[src/rtl/pulse_stat_scheduler.sv]
// Sequences clear / accumulate / settle / capture windows for the pulse statistics datapath
// and holds each captured rate set behind a valid/ready handshake with overrun counting.
module pulse_stat_scheduler #(
   parameter int unsigned WINDOW_CYCLES = 50000,
   parameter int unsigned DIV_LATENCY   = 4
) (
   input  logic        clk,
   input  logic        rst_n,
   input  logic        is_machine,
   input  logic [7:0]  normal_rate_in,
   input  logic [7:0]  arc_rate_in,
   input  logic [7:0]  open_rate_in,
   input  logic [7:0]  short_rate_in,
   output logic        feedback_finished,
   output logic        rate_valid,
   input  logic        rate_ready,
   output logic [7:0]  normal_rate,
   output logic [7:0]  arc_rate,
   output logic [7:0]  open_rate,
   output logic [7:0]  short_rate,
   output logic        rate_invalid,
   output logic [15:0] window_id,
   output logic [7:0]  overrun_count,
   output logic        busy
);

   typedef enum logic [2:0] {
      S_IDLE,
      S_CLEAR,
      S_ACCUM,
      S_SETTLE,
      S_CAPTURE
   } state_e;

   localparam logic [23:0] WIN_LAST    = 24'(WINDOW_CYCLES - 1);
   localparam logic [23:0] SETTLE_LAST = 24'(DIV_LATENCY - 1);

   state_e      state_q, state_d;
   logic [23:0] cnt_q, cnt_d;
   logic        clear_q;
   logic        valid_q, valid_d;
   logic [31:0] rates_q, rates_d;
   logic        inv_q, inv_d;
   logic [15:0] wid_q, wid_d;
   logic [7:0]  ovr_q, ovr_d;
   logic        capture;

   // One counter serves both the accumulation window and the settle delay.
   always_comb begin
      state_d = state_q;
      cnt_d   = '0;
      unique case (state_q)
         S_IDLE:    if (is_machine) state_d = S_CLEAR;
         S_CLEAR:   state_d = is_machine ? S_ACCUM : S_IDLE;
         S_ACCUM: begin
            if (!is_machine)           state_d = S_CLEAR;
            else if (cnt_q == WIN_LAST) state_d = S_SETTLE;
            else                        cnt_d   = cnt_q + 24'd1;
         end
         S_SETTLE: begin
            if (cnt_q == SETTLE_LAST) state_d = S_CAPTURE;
            else                      cnt_d   = cnt_q + 24'd1;
         end
         S_CAPTURE: state_d = S_CLEAR;
         default:   state_d = S_IDLE;
      endcase
   end

   assign capture = (state_q == S_CAPTURE);

   // A capture always wins over a same-cycle consume, so valid stays high then.
   always_comb begin
      valid_d = capture | (valid_q & ~rate_ready);
      rates_d = rates_q;
      inv_d   = inv_q;
      wid_d   = wid_q;
      ovr_d   = ovr_q;
      if (capture) begin
         rates_d = {normal_rate_in, arc_rate_in, open_rate_in, short_rate_in};
         inv_d   = (normal_rate_in == 8'hFF) | (arc_rate_in == 8'hFF) |
                   (open_rate_in == 8'hFF) | (short_rate_in == 8'hFF);
         wid_d   = wid_q + 16'd1;
         if (valid_q && !rate_ready && ovr_q != 8'hFF) ovr_d = ovr_q + 8'd1;
      end
   end

   always_ff @(posedge clk or negedge rst_n) begin
      if (!rst_n) begin
         state_q <= S_IDLE;
         cnt_q   <= '0;
         clear_q <= 1'b0;
         valid_q <= 1'b0;
         rates_q <= '0;
         inv_q   <= 1'b0;
         wid_q   <= '0;
         ovr_q   <= '0;
      end else begin
         state_q <= state_d;
         cnt_q   <= cnt_d;
         clear_q <= (state_d == S_CLEAR);
         valid_q <= valid_d;
         rates_q <= rates_d;
         inv_q   <= inv_d;
         wid_q   <= wid_d;
         ovr_q   <= ovr_d;
      end
   end

   assign feedback_finished = clear_q;
   assign rate_valid        = valid_q;
   assign normal_rate       = rates_q[31:24];
   assign arc_rate          = rates_q[23:16];
   assign open_rate         = rates_q[15:8];
   assign short_rate        = rates_q[7:0];
   assign rate_invalid      = inv_q;
   assign window_id         = wid_q;
   assign overrun_count     = ovr_q;
   assign busy              = (state_q != S_IDLE);

endmodule

[config.mk]
export PLATFORM = sky130hd
export DESIGN_NAME = pulse_stat_scheduler
export DESIGN_NICKNAME = d
export VERILOG_FILES = /design/src/rtl/pulse_stat_scheduler.sv
export SDC_FILE = /design/constraint.sdc
export NUM_CORES = 1
export LEC_CHECK = 0
export BUFFER_PORTS_ARGS = -buffer_cell sky130_fd_sc_hd__buf_2
export CAP_MARGIN = 20
export CELL_PAD_IN_SITES_DETAIL_PLACEMENT = 2
export CELL_PAD_IN_SITES_GLOBAL_PLACEMENT = 2
export CORE_UTILIZATION = 31
export CTS_CLUSTER_DIAMETER = 200
export DETAILED_ROUTE_END_ITERATION = 10
export GPL_TIMING_DRIVEN = 0
export PLACE_DENSITY = 0.76
export SYNTH_ARGS = -nofsm -noshare
export SYNTH_HDL_FRONTEND = slang
export SYNTH_SLANG_ARGS = --single-unit
[constraint.sdc]
create_clock -name clk -period 1.72 [get_ports clk]
set_input_delay 0.086 -clock clk [delete_from_list [all_inputs] [get_ports clk]]
set_output_delay 0.086 -clock clk [all_outputs]
set_load 0.02 [all_outputs]
# Yosys cells after proc, flatten, opt, wreduce, memory -nomap -nowiden
# Index checks and enable logic that the tools add are counted.
# totals
regBits	86
input_bits	36
# classes
mux	10
bitwise	6
reduce_logical	6
addsub	3
n_eq_ne	12
# ops
operator	count
24-bit two-way mux	3
24-bit one-hot mux with 2 select lines	1
8-bit == test (second input constant)	4
24-bit by 1-bit adder with 24-bit output (second input constant)	1
24-bit by 16-bit == test with 1-bit output (second input constant)	1
24-bit by 2-bit == test with 1-bit output (second input constant)	1
16-bit by 1-bit adder with 16-bit output (second input constant)	1
3-bit one-hot mux with 5 select lines	1
3-bit two-way mux	4
8-bit by 1-bit adder with 8-bit output (second input constant)	1
8-bit != test (second input constant)	1
3-bit by 1-bit == test with 1-bit output (second input constant)	2
3-bit by 2-bit == test with 1-bit output (second input constant)	2
1-bit OR	4
3-bit == test (second input constant)	1
3-bit logical NOT	1
3-bit nonzero test	1
1-bit logical AND	2
2-bit two-way mux	1
2-bit AND reduction	1
1-bit bitwise AND	1
1-bit logical NOT	1
1-bit NOT	1

# Depth between registers and ports, before layout
# Gate-level depths: netlist (run 1).
# logic_depth
ltp_word	5
ltp_mapped	7
mapped_depth_nobuf	6

# Worst setup path before layout (run 1)
# Ideal clock, no wire load.
# synth_timing
path_kind	register -> register
start	register cnt_q[0]
end	register cnt_q[10]
arrival_time_ns	1.628
slack_ns	0.006
setup_ns	0.086
t_required_ns	1.634
stages_incl_launch_ff	8
path_cell_list	dfrtp_1 -> ha_1 -> nand3_1 -> nor3_1 -> a21bo_2 -> and2b_4 -> buf_6 -> nor3_1
# synth_via
elab_chain_len	4
# synth_lines
element	line	rtl
start: declaration	39	logic [23:0] cnt_q, cnt_d;
start signal: assignment	99	cnt_q <= cnt_d;
24-bit by 1-bit adder with 24-bit output / 24-bit by 16-bit == test with 1-bit output (equally long branches)	58, 62, 57	
24-bit two-way mux	57	else if (cnt_q == WIN_LAST) state_d = S_SETTLE;
24-bit two-way mux	56	if (!is_machine) state_d = S_CLEAR;
24-bit one-hot mux with 2 select lines *	52	unique case (state_q)
net cnt_d[10]	39	
# Mark *: on every way through the listed nets, which the timed path passes. The rest lies on a longest branch.
# A chain may end at the register's enable or synchronous reset.

# Worst setup path after layout (run 1)
# layout_timing
start	register cnt_q[1]
end	register cnt_q[17]
# Same word-level chain as after synthesis.

==> impl_metrics.env, run 1 <==
export IMPL_status="finished, violations left"
export IMPL_failed_checks="setup timing"
export IMPL_power_ir_vdd_worst_mv=0.4616
export IMPL_synth_enable_flop_cells=0
export IMPL_hold_class="input port to flip-flop"
export IMPL_layout_cells_most_common="buf_2"
export IMPL_yosys_area_share_adder_pct=0.9687
export IMPL_number_of_cells_produced_by_synthesis=329
export IMPL_iteration_count_of_the_initial_detailed_routing_pass=4
export IMPL_post_route_cells_drive_above_1_share_pct=43.41
export IMPL_viasPerCell=4.941
export IMPL_crit_fanout=9
export IMPL_cts_root_buffer="clkbuf_16"
export IMPL_via_count=3118
export IMPL_synth_xor_area_share_pct=9.945
export IMPL_grt_first_pass_wirelength_um=17930
export IMPL_timing_fmax_ghz=0.5689
export IMPL_clock_tree_from_tritoncts="yes"
export IMPL_async_flop_share_pct=100.0
export IMPL_stdcell_area_um2=5316
export IMPL_area_growth_pct=37.20
export IMPL_die_height_um=113.8
export IMPL_crit_chain="ha_4 > nand3_4 > nor4_1 > a21oi_1 > nand2_4 > nor2_1"
export IMPL_cell_area_after_placement_um2=4591
export IMPL_synth_area_mux_share_pct=9.881
export IMPL_min_delay_path_depth=2
export IMPL_netlist_top_cells_area="dfrtp_1 56%, mux2_2 9.9%, xnor2_1 5.4%, xor2_1 4.5%, nand4_1 3.1%"
export IMPL_type_of_the_setup_path_with_the_least_slack="flip-flop to flip-flop"
export IMPL_max_clock_path_buffers=2
export IMPL_post_synth_top_area_fraction_pct=55.54
export IMPL_critical_path_top_delay_family="simple AND/OR/NAND/NOR gates"
export IMPL_leakagePower_nw=2.634
export IMPL_detail_route_wirelength_um=11960
export IMPL_cts_buffers_inserted=9
export IMPL_whs_ps=5.627
export IMPL_synth_avg_cell_area_um2=11.78
export IMPL_pwr_density_cell_nw_per_um2=995.7
export IMPL_globalplace_congestion=0.7505
export IMPL_route_detailed_wl_per_inst_um=18.96
export IMPL_max_slew_margin_rel_pct=69.02
export IMPL_path_depth_of_the_worst_reg2reg_path=6
export IMPL_floorplan_die_area_um2=12950
export IMPL_maxSlewViolCount=0
export IMPL_grt_setup_unrepaired="true"
export IMPL_tightest_slew_ps=464.7
export IMPL_timing_clock_skew_ps=3.855
export IMPL_required_ps=1930
export IMPL_synth_compound_area_share_pct=2.357
export IMPL_r2r_end="cnt_q[17]$_DFF_PN0_"
export IMPL_simple_gate_portion_of_the_synthesized_area_pct=19.60
export IMPL_cts_reportedPaths_clkPinSlew_ps=60
export IMPL_setup_viol=14
export IMPL_hold_path_startpoint="arc_rate_in[4]"
export IMPL_number_of_synthesized_register_bits=86
export IMPL_boundary_pins=96
export IMPL_synth_top_family_by_area="simple AND/OR/NAND/NOR gates"
export IMPL_worst_setup_path_end_kind="flip-flop"
export IMPL_reg2reg_slack_ps=-40
export IMPL_route_antenna_remaining_nets=0
export IMPL_max_cap_violations=0
export IMPL_yosysSeqAreaShare_pct=55.54
export IMPL_final_antenna_diode_count=0
export IMPL_die_w_um=113.8
export IMPL_insertion_delay_ps=340
export IMPL_grt_util_all_layers_pct=17.94
export IMPL_floorplan_core_area_um2=12110
export IMPL_worstPathBufferInverterCount=0
export IMPL_terminating_pin_of_the_worst_hold_path="rates_q[20]$_DFFE_PN0P_"
export IMPL_cpMaxStageDelayCell="dfrtp_1"
export IMPL_yosys_warnings=0
export IMPL_finalCoreUtilization_pct=43.89
export IMPL_yosysUniqueCellTypes=37
export IMPL_finalCritPeriodShare_pct=102.2
export IMPL_grt_start_max_net_pins=55
export IMPL_final_cell_mix="96 x buf_2, 81 x dfrtp_1, 34 x mux2_2"
export IMPL_dp_hpwl_um=7656
export IMPL_synth_nets=368
export IMPL_initial_utilization_pct=31.99
export IMPL_setup_worst_path_start_class="flip-flop"
export IMPL_cts_num_sinks=86
export IMPL_grt_pass1_vias=3345
export IMPL_drt_iter0_drc=113
export IMPL_final_hold_viol_count=0
export IMPL_cp_arrival_ps=1970
export IMPL_nets=498
export IMPL_ys_flop_type="dfrtp_1"
export IMPL_synth_top_area_cell="dfrtp_1"
export IMPL_cpPeakStageDelay_ps=410
export IMPL_antenna_found_initial=0
export IMPL_setup_ws_ps=-37.82
export IMPL_finalWorstPathRequiredPeriod_ps=1758
export IMPL_std_cell_rows=40
export IMPL_globalRoute_totalOverflow=0
export IMPL_power_mw=5.293
export IMPL_r2r_start="cnt_q[1]$_DFF_PN0_"
export IMPL_cts_htree_levels=3
export IMPL_synth_area_um2=3875
export IMPL_buffer_ports_inserted=95
export IMPL_drcViolationCount=0
==> Yosys cell counts (all sizes together) (2+ instances only) <==
library cell  number
a21oi              4
and2b              2
and3              11
and4               5
buf                7
clkbuf             3
dfrtp             86
ha                 3
inv                3
mux2              34
nand2             17
nand2b             3
nand3             20
nand4             19
nor2              27
nor3              20
nor4               8
o211ai             2
o21ai              2
o31ai              2
or3                2
xnor2             24
xor2              20
==> worst max-delay path by stage <==
stage,from,endpoint,cells past startpoint
2_1_floorplan,cnt_q[0]$_DFF_PN0_,cnt_q[10]$_DFF_PN0_,7
3_3_place_gp,cnt_q[0]$_DFF_PN0_,cnt_q[2]$_DFF_PN0_,6
3_5_place_dp,cnt_q[0]$_DFF_PN0_,cnt_q[20]$_DFF_PN0_,6
4_1_cts,cnt_q[6]$_DFF_PN0_,cnt_q[20]$_DFF_PN0_,5
5_1_grt,cnt_q[2]$_DFF_PN0_,cnt_q[11]$_DFF_PN0_,5
6_report,cnt_q[1]$_DFF_PN0_,cnt_q[17]$_DFF_PN0_,6
==> kinds of logic (layout without fill, tap and decap cells) <==
logic type | after synthesis | in the layout
buffers and inverters | 13 | 147
AO/OA/AOI/OAI | 12 | 12
XOR/XNOR | 44 | 44
AND/OR/NAND/NOR | 137 | 137
adder cells (fa/ha/maj) | 3 | 3
multiplexers | 34 | 34
flip-flops | 86 | 86
==> state kept, by name, indices dropped and copies added (netlist names) <==
signal	count
state_q	3
rate_valid	1
rate_invalid	1
rates_q	32
window_id	16
overrun_count	8
feedback_finished	1
cnt_q	24
==> power by group <==
group	switching, mW	internal, mW	total (mW)
clock	0.782	1.26	2.05
combinational	0.602	0.357	0.959
sequential	0.125	2.16	2.29
==> stage by stage <==
| stage | setup WS [ps] | TNS, ps | std cells |
|---|---|---|---|
| floorplan | 6.055 | 0 | 329 |
| global placement | -214.6 | -21590 | 592 |
| detailed placement | -300.5 | -7390 | 593 |
| CTS | -29.18 | -129.1 | 620 |
| global route | -86.11 | -1194 | 631 |
| finish | -37.82 | -224.7 | 631 |
==> per-layer routing <==
| metal | GRT usage (%) | vias to the layer above | share of wire, % | routed length, um |
|---|---|---|---|---|
| met1 | 22.74 | 1596 | 43 | 5122 |
| met3 | 3.135 | 20 | 3.3 | 391 |
| met2 | 30.53 | 75 | 52 | 6229 |
| met5 | 0 | - | 0 | 0 |
| met4 | 7.013 | 0 | 1.8 | 219 |
| li1 | - | 1427 | - | - |
==> area by class of cell <==
class / count / area [um^2]
buffer: 7 / 50.05
clock buffer: 11 / 232.7
clock inverter: 4 / 72.57
fill: 1257 / 6795
inverter: 3 / 11.26
multi-input combinational: 230 / 1837
sequential: 86 / 2158
tap: 168 / 210.2
timing repair buffer: 122 / 744.5
==> timing repair <==
action | CTS | global route
setup buffers | 4 | 12
pin swaps | 3 | 13
hold buffers | 9 | 0
resized for setup | 12 | 37
hold endpoints to repair | 40 | 0
setup endpoints to repair | 73 | 65
gates cloned | 0 | 1
Note: power is estimated with default switching activity, not from simulation.
==> run 2: changes to the inputs <==
Settings changed: CORE_MARGIN set to 5, CTS_CLUSTER_SIZE set to 10, SLEW_MARGIN set to 0.
==> impl_metrics.env, run 2 (same netlist as run 1, synthesis figures left out) <==
export IMPL_std_cell_rows=40
export IMPL_worst_setup_path_endpoint="cnt_q[10]$_DFF_PN0_"
export IMPL_path_depth_of_the_worst_reg2reg_path=6
export IMPL_combinationalPowerShare_pct=19.1
export IMPL_drt_iter0_drc=144
export IMPL_pwr_density_cell_nw_per_um2=952.6
export IMPL_finalCoreUtilization_pct=45.04
export IMPL_post_route_cells_drive_above_1_share_pct=41.70
export IMPL_grt_first_pass_wirelength_um=19560
export IMPL_viasPerCell=4.942
export IMPL_nets=518
export IMPL_route_detailed_wl_per_inst_um=20.02
export IMPL_cp_arrival_ps=1980
export IMPL_die_height_um=121.8
export IMPL_reg2reg_slack_ps=-60
export IMPL_status="finished, violations left"
export IMPL_layout_area_seq_um2=2156
export IMPL_netSwitchingPower_mw=1.499
export IMPL_grt_util_all_layers_pct=17.03
export IMPL_boundary_pins=96
export IMPL_whs_ps=14.70
export IMPL_detail_route_wirelength_um=13020
export IMPL_die_w_um=121.8
export IMPL_highest_layer="met4"
export IMPL_multi_input_comb_area_um2=1803
export IMPL_setup_ws_ps=-60.81
export IMPL_dp_hpwl_um=8414
export IMPL_numPlacedInstances=593
export IMPL_cell_area_after_placement_um2=4591
export IMPL_worst_setup_path_startpoint="cnt_q[5]$_DFF_PN0_"
export IMPL_wirelength_met1_um=5461
export IMPL_setup_viol=14
export IMPL_antenna_found_initial=0
export IMPL_tightest_slew_ps=597.5
export IMPL_iteration_count_of_the_initial_detailed_routing_pass=4
export IMPL_final_instance_count_excl_fill=650
export IMPL_final_cell_mix="94 x buf_2, 83 x dfrtp_1, 34 x mux2_2"
export IMPL_cts_reportedPaths_clkPinSlew_ps=60
export IMPL_timing_fmax_ghz=0.5615
export IMPL_drcViolationCount=0
export IMPL_seqPwrFrac_pct=43.5
export IMPL_globalRoute_totalOverflow=0
export IMPL_setup_worst_path_start_class="flip-flop"
export IMPL_r2r_start="cnt_q[5]$_DFF_PN0_"
export IMPL_globalplace_congestion=0.7718
export IMPL_finalCritPeriodShare_pct=103.5
export IMPL_grt_start_max_net_pins=58
export IMPL_met3_wirelength_um=448
export IMPL_hold_class="input port to flip-flop"
export IMPL_leakagePower_nw=2.659
export IMPL_clock_tree_from_tritoncts="yes"
export IMPL_timing_clock_skew_ps=8.001
export IMPL_worst_setup_path_end_kind="flip-flop"
export IMPL_r2r_end="cnt_q[10]$_DFF_PN0_"
export IMPL_switching_share_pct=28.84
export IMPL_intPower_mw=3.698
export IMPL_insertion_delay_ps=340
export IMPL_cts_buffers_inserted=9
export IMPL_layout_cells_most_common="buf_2"
export IMPL_floorplan_core_area_um2=12110
export IMPL_max_clock_path_buffers=2
export IMPL_placement_setup_worst_slack_ps=-334.2
export IMPL_required_ps=1920
export IMPL_final_hold_viol_count=0
export IMPL_area_growth_pct=40.78
export IMPL_maxSlewViolCount=0
export IMPL_power_ir_vdd_worst_mv=0.3591
export IMPL_initial_utilization_pct=31.99
export IMPL_grt_setup_unrepaired="true"
export IMPL_regMostFlops="rates_q"
export IMPL_share_clk_of_total_power_pct=37.3
export IMPL_crit_fanout=5
export IMPL_via_count=3212
export IMPL_cts_num_sinks=86
export IMPL_cts_htree_levels=3
export IMPL_max_cap_violations=0
export IMPL_failed_checks="setup timing"
export IMPL_final_antenna_diode_count=0
export IMPL_route_antenna_remaining_nets=0
export IMPL_grt_pass1_vias=3553
export IMPL_buffer_ports_inserted=95
export IMPL_power_mw=5.197
export IMPL_largest_register_ffs=32
export IMPL_type_of_the_setup_path_with_the_least_slack="flip-flop to flip-flop"
export IMPL_min_delay_path_depth=2
export IMPL_max_slew_margin_rel_pct=59.86
export IMPL_cts_root_buffer="clkbuf_16"
export IMPL_final_setup_tns_ps=-495.0
export IMPL_stdcell_area_um2=5455
export IMPL_filler_cell_count=1269
export IMPL_finalWorstPathRequiredPeriod_ps=1781
export IMPL_wl_met2_um=6874
export IMPL_floorplan_die_area_um2=14840
run 2: power groups by stage:
stage	registers [mW]	logic, mW	clock network [mW]
3_5_place_dp	2.29	0.834	0
5_1_grt	2.28	1.09	2.08
4_1_cts	2.27	0.905	2.00
6_report	2.26	0.994	1.94
3_3_place_gp	2.27	0.790	0
2_1_floorplan	2.39	0.357	0
run 2: final cells by class:
cell class | count | share of cell area [%]
Multi-Input combinational cell | 231 | 33.05
Tap cell | 168 | 3.853
Buffer | 8 | 1.193
Clock buffer | 10 | 4.381
Clock inverter | 4 | 0.8945
Sequential cell | 86 | 39.52
Timing Repair Buffer | 140 | 16.90
Inverter | 3 | 0.2064
run 2: how the worst min path moves through the flow:
stage	endpoint	start
2_1_floorplan	cnt_q[0]$_DFF_PN0_	rst_n
3_3_place_gp	rates_q[31]$_DFFE_PN0P_	normal_rate_in[7]
3_5_place_dp	rates_q[5]$_DFFE_PN0P_	rst_n
4_1_cts	rates_q[17]$_DFFE_PN0P_	arc_rate_in[1]
5_1_grt	rates_q[8]$_DFFE_PN0P_	open_rate_in[0]
6_report	rates_q[26]$_DFFE_PN0P_	normal_rate_in[2]
run 2: worst max-delay path: stages (launching register included):
cell and delay (ps):
dfrtp_2 460, nor4_4 340, and4_4 310, a21bo_4 130
and2b_4 200, clkbuf_16 160, nor3_1 50
run 2: timing repair:
action	in CTS	in global routing
gates resized for setup	15	28
pin swaps	5	8
hold endpoints to repair	54	0
gates cloned	0	2
buffers inserted	8	9
hold buffers	26	0
setup endpoints to repair	73	52
run 2: per-layer routing:
metal | GRT usage [%] | vias up
li1 | - | 1468
met3 | 3.203 | 18
met5 | 0 | -
met4 | 6.653 | 0
met2 | 30.63 | 65
met1 | 19.98 | 1661
==> run 3: changes to the inputs <==
Settings changed: REMOVE_ABC_BUFFERS set to 1.
==> impl_metrics.env, run 3 (same netlist as run 1, synthesis figures left out) <==
export IMPL_via_count=3226
export IMPL_type_of_the_setup_path_with_the_least_slack="flip-flop to flip-flop"
export IMPL_cts_root_buffer="clkbuf_16"
export IMPL_timing_clock_skew_ps=10.65
export IMPL_switching_share_pct=29.97
export IMPL_intPower_mw=3.672
export IMPL_power_mw=5.243
export IMPL_layout_cells_most_common="buf_2"
export IMPL_cts_num_sinks=86
export IMPL_std_cell_rows=40
export IMPL_seqPwrFrac_pct=43.5
export IMPL_hold_class="input port to flip-flop"
export IMPL_area_growth_pct=36.52
export IMPL_tightest_slew_ps=710.5
export IMPL_r2r_end="cnt_q[11]$_DFF_PN0_"
export IMPL_buffer_ports_inserted=95
export IMPL_antenna_found_initial=1
export IMPL_pwr_density_cell_nw_per_um2=991.0
export IMPL_terminating_pin_of_the_worst_hold_path="rates_q[6]$_DFFE_PN0P_"
export IMPL_share_clk_of_total_power_pct=38.6
export IMPL_iteration_count_of_the_initial_detailed_routing_pass=5
export IMPL_final_hold_viol_count=0
export IMPL_hold_path_startpoint="short_rate_in[6]"
export IMPL_die_height_um=121.8
export IMPL_largest_register_ffs=32
export IMPL_setup_viol=0
export IMPL_required_ps=1960
export IMPL_route_antenna_remaining_nets=0
export IMPL_cts_htree_levels=3
export IMPL_reg2reg_slack_ps=20
export IMPL_r2r_start="cnt_q[2]$_DFF_PN0_"
export IMPL_stdcell_area_um2=5290
export IMPL_initial_utilization_pct=31.99
export IMPL_setup_worst_path_start_class="flip-flop"
export IMPL_max_slew_margin_rel_pct=52.63
export IMPL_route_detailed_wl_per_inst_um=21.72
export IMPL_status="finished clean"
export IMPL_leakagePower_nw=2.557
export IMPL_max_clock_path_buffers=2
export IMPL_finalCoreUtilization_pct=43.68
export IMPL_cts_buffers_inserted=9
export IMPL_min_delay_path_depth=2
export IMPL_worst_setup_path_end_kind="flip-flop"
export IMPL_timing_fmax_ghz=0.5882
export IMPL_globalRoute_totalOverflow=0
export IMPL_grt_first_pass_wirelength_um=19930
export IMPL_combinationalPowerShare_pct=17.9
export IMPL_insertion_delay_ps=340
export IMPL_finalWorstPathRequiredPeriod_ps=1700
export IMPL_globalplace_congestion=0.7744
export IMPL_filler_cell_count=1252
export IMPL_finalCritPeriodShare_pct=98.84
export IMPL_cp_arrival_ps=1940
export IMPL_floorplan_core_area_um2=12110
export IMPL_nets=498
export IMPL_whs_ps=10.97
export IMPL_maxSlewViolCount=0
export IMPL_crit_fanout=5
export IMPL_power_ir_vdd_worst_mv=0.4462
export IMPL_viasPerCell=5.096
export IMPL_drt_iter0_drc=173
export IMPL_grt_start_max_net_pins=66
export IMPL_max_cap_violations=0
export IMPL_grt_setup_unrepaired="true"
export IMPL_cts_reportedPaths_clkPinSlew_ps=70
export IMPL_detail_route_wirelength_um=13750
export IMPL_boundary_pins=96
export IMPL_grt_pass1_vias=3563
export IMPL_regMostFlops="rates_q"
export IMPL_dp_hpwl_um=7819
export IMPL_post_route_cells_drive_above_1_share_pct=41.81
export IMPL_path_depth_of_the_worst_reg2reg_path=6
export IMPL_floorplan_die_area_um2=14840
export IMPL_drcViolationCount=0
export IMPL_cell_area_after_placement_um2=4566
export IMPL_final_cell_mix="94 x buf_2, 74 x dfrtp_1, 34 x mux2_2"
export IMPL_clock_tree_from_tritoncts="yes"
export IMPL_layout_area_seq_um2=2167
export IMPL_multi_input_comb_area_um2=1769
export IMPL_netSwitchingPower_mw=1.571
export IMPL_final_setup_tns_ps=0
export IMPL_die_w_um=121.8
export IMPL_grt_util_all_layers_pct=17.39
==> run 3: power by group through the flow <==
stage | registers, mW | clock network (mW) | logic (mW)
5_1_grt | 2.30 | 2.15 | 1.01
3_5_place_dp | 2.34 | 0 | 0.744
6_report | 2.28 | 2.02 | 0.940
3_3_place_gp | 2.32 | 0 | 0.709
2_1_floorplan | 2.43 | 0 | 0.284
4_1_cts | 2.26 | 2.03 | 0.879
==> run 3: timing repair <==
action | in CTS | in global routing
pin swaps | 2 | 6
cloned | 2 | 1
resized for setup | 15 | 21
hold endpoints to repair | 36 | 2
buffers inserted | 4 | 6
hold buffers | 16 | 2
endpoints found under the setup margin | 52 | 41
==> run 3: area by class of cell <==
class,count,area share [%]
multi-input combinational,232,33.44
inverter,3,0.2129
clock inverter,5,1.112
timing repair buffer,127,15.66
tap,168,3.974
sequential,86,40.97
antenna,1,0.04730
clock buffer,11,4.588
==> run 3: worst max-delay path by stage <==
stage | start | endpoint | slack, ps | cells after the start
floorplan | state_q[1]$_DFF_PN0_ | overrun_count[7]$_DFFE_PN0P_ | -780 | 5
global placement | state_q[0]$_DFF_PN0_ | overrun_count[7]$_DFFE_PN0P_ | -1340 | 5
detailed placement | cnt_q[0]$_DFF_PN0_ | cnt_q[17]$_DFF_PN0_ | -240 | 6
CTS | cnt_q[0]$_DFF_PN0_ | cnt_q[20]$_DFF_PN0_ | 10 | 6
global route | state_q[1]$_DFF_PN0_ | window_id[12]$_DFFE_PN0P_ | -50 | 6
finish | cnt_q[2]$_DFF_PN0_ | cnt_q[11]$_DFF_PN0_ | 20 | 6
==> run 3: metal layers <==
metal	share of wire [%]	track usage [%]	up-vias
met5	0	0	-
met1	39	20.16	1684
met3	4.9	3.993	19
met4	1.8	5.112	0
li1	-	-	1429
met2	54	31.87	94
==> run 3: critical path: stages, from the launching register on <==
cell	delay, ps
dfrtp_1	480
nand4_1	320
nor2_4	180
buf_4	140
nand4_1	130
xor2_1	180
nor3_1	180
==> run 3: per-stage QoR <==
stage | instances | worst slack [ps]
6_report | 633 | 19.91
5_1_grt | 633 | -50.54
4_1_cts | 623 | 10.44
3_5_place_dp | 585 | -241.0
3_3_place_gp | 582 | -1343
2_1_floorplan | 319 | -784.9
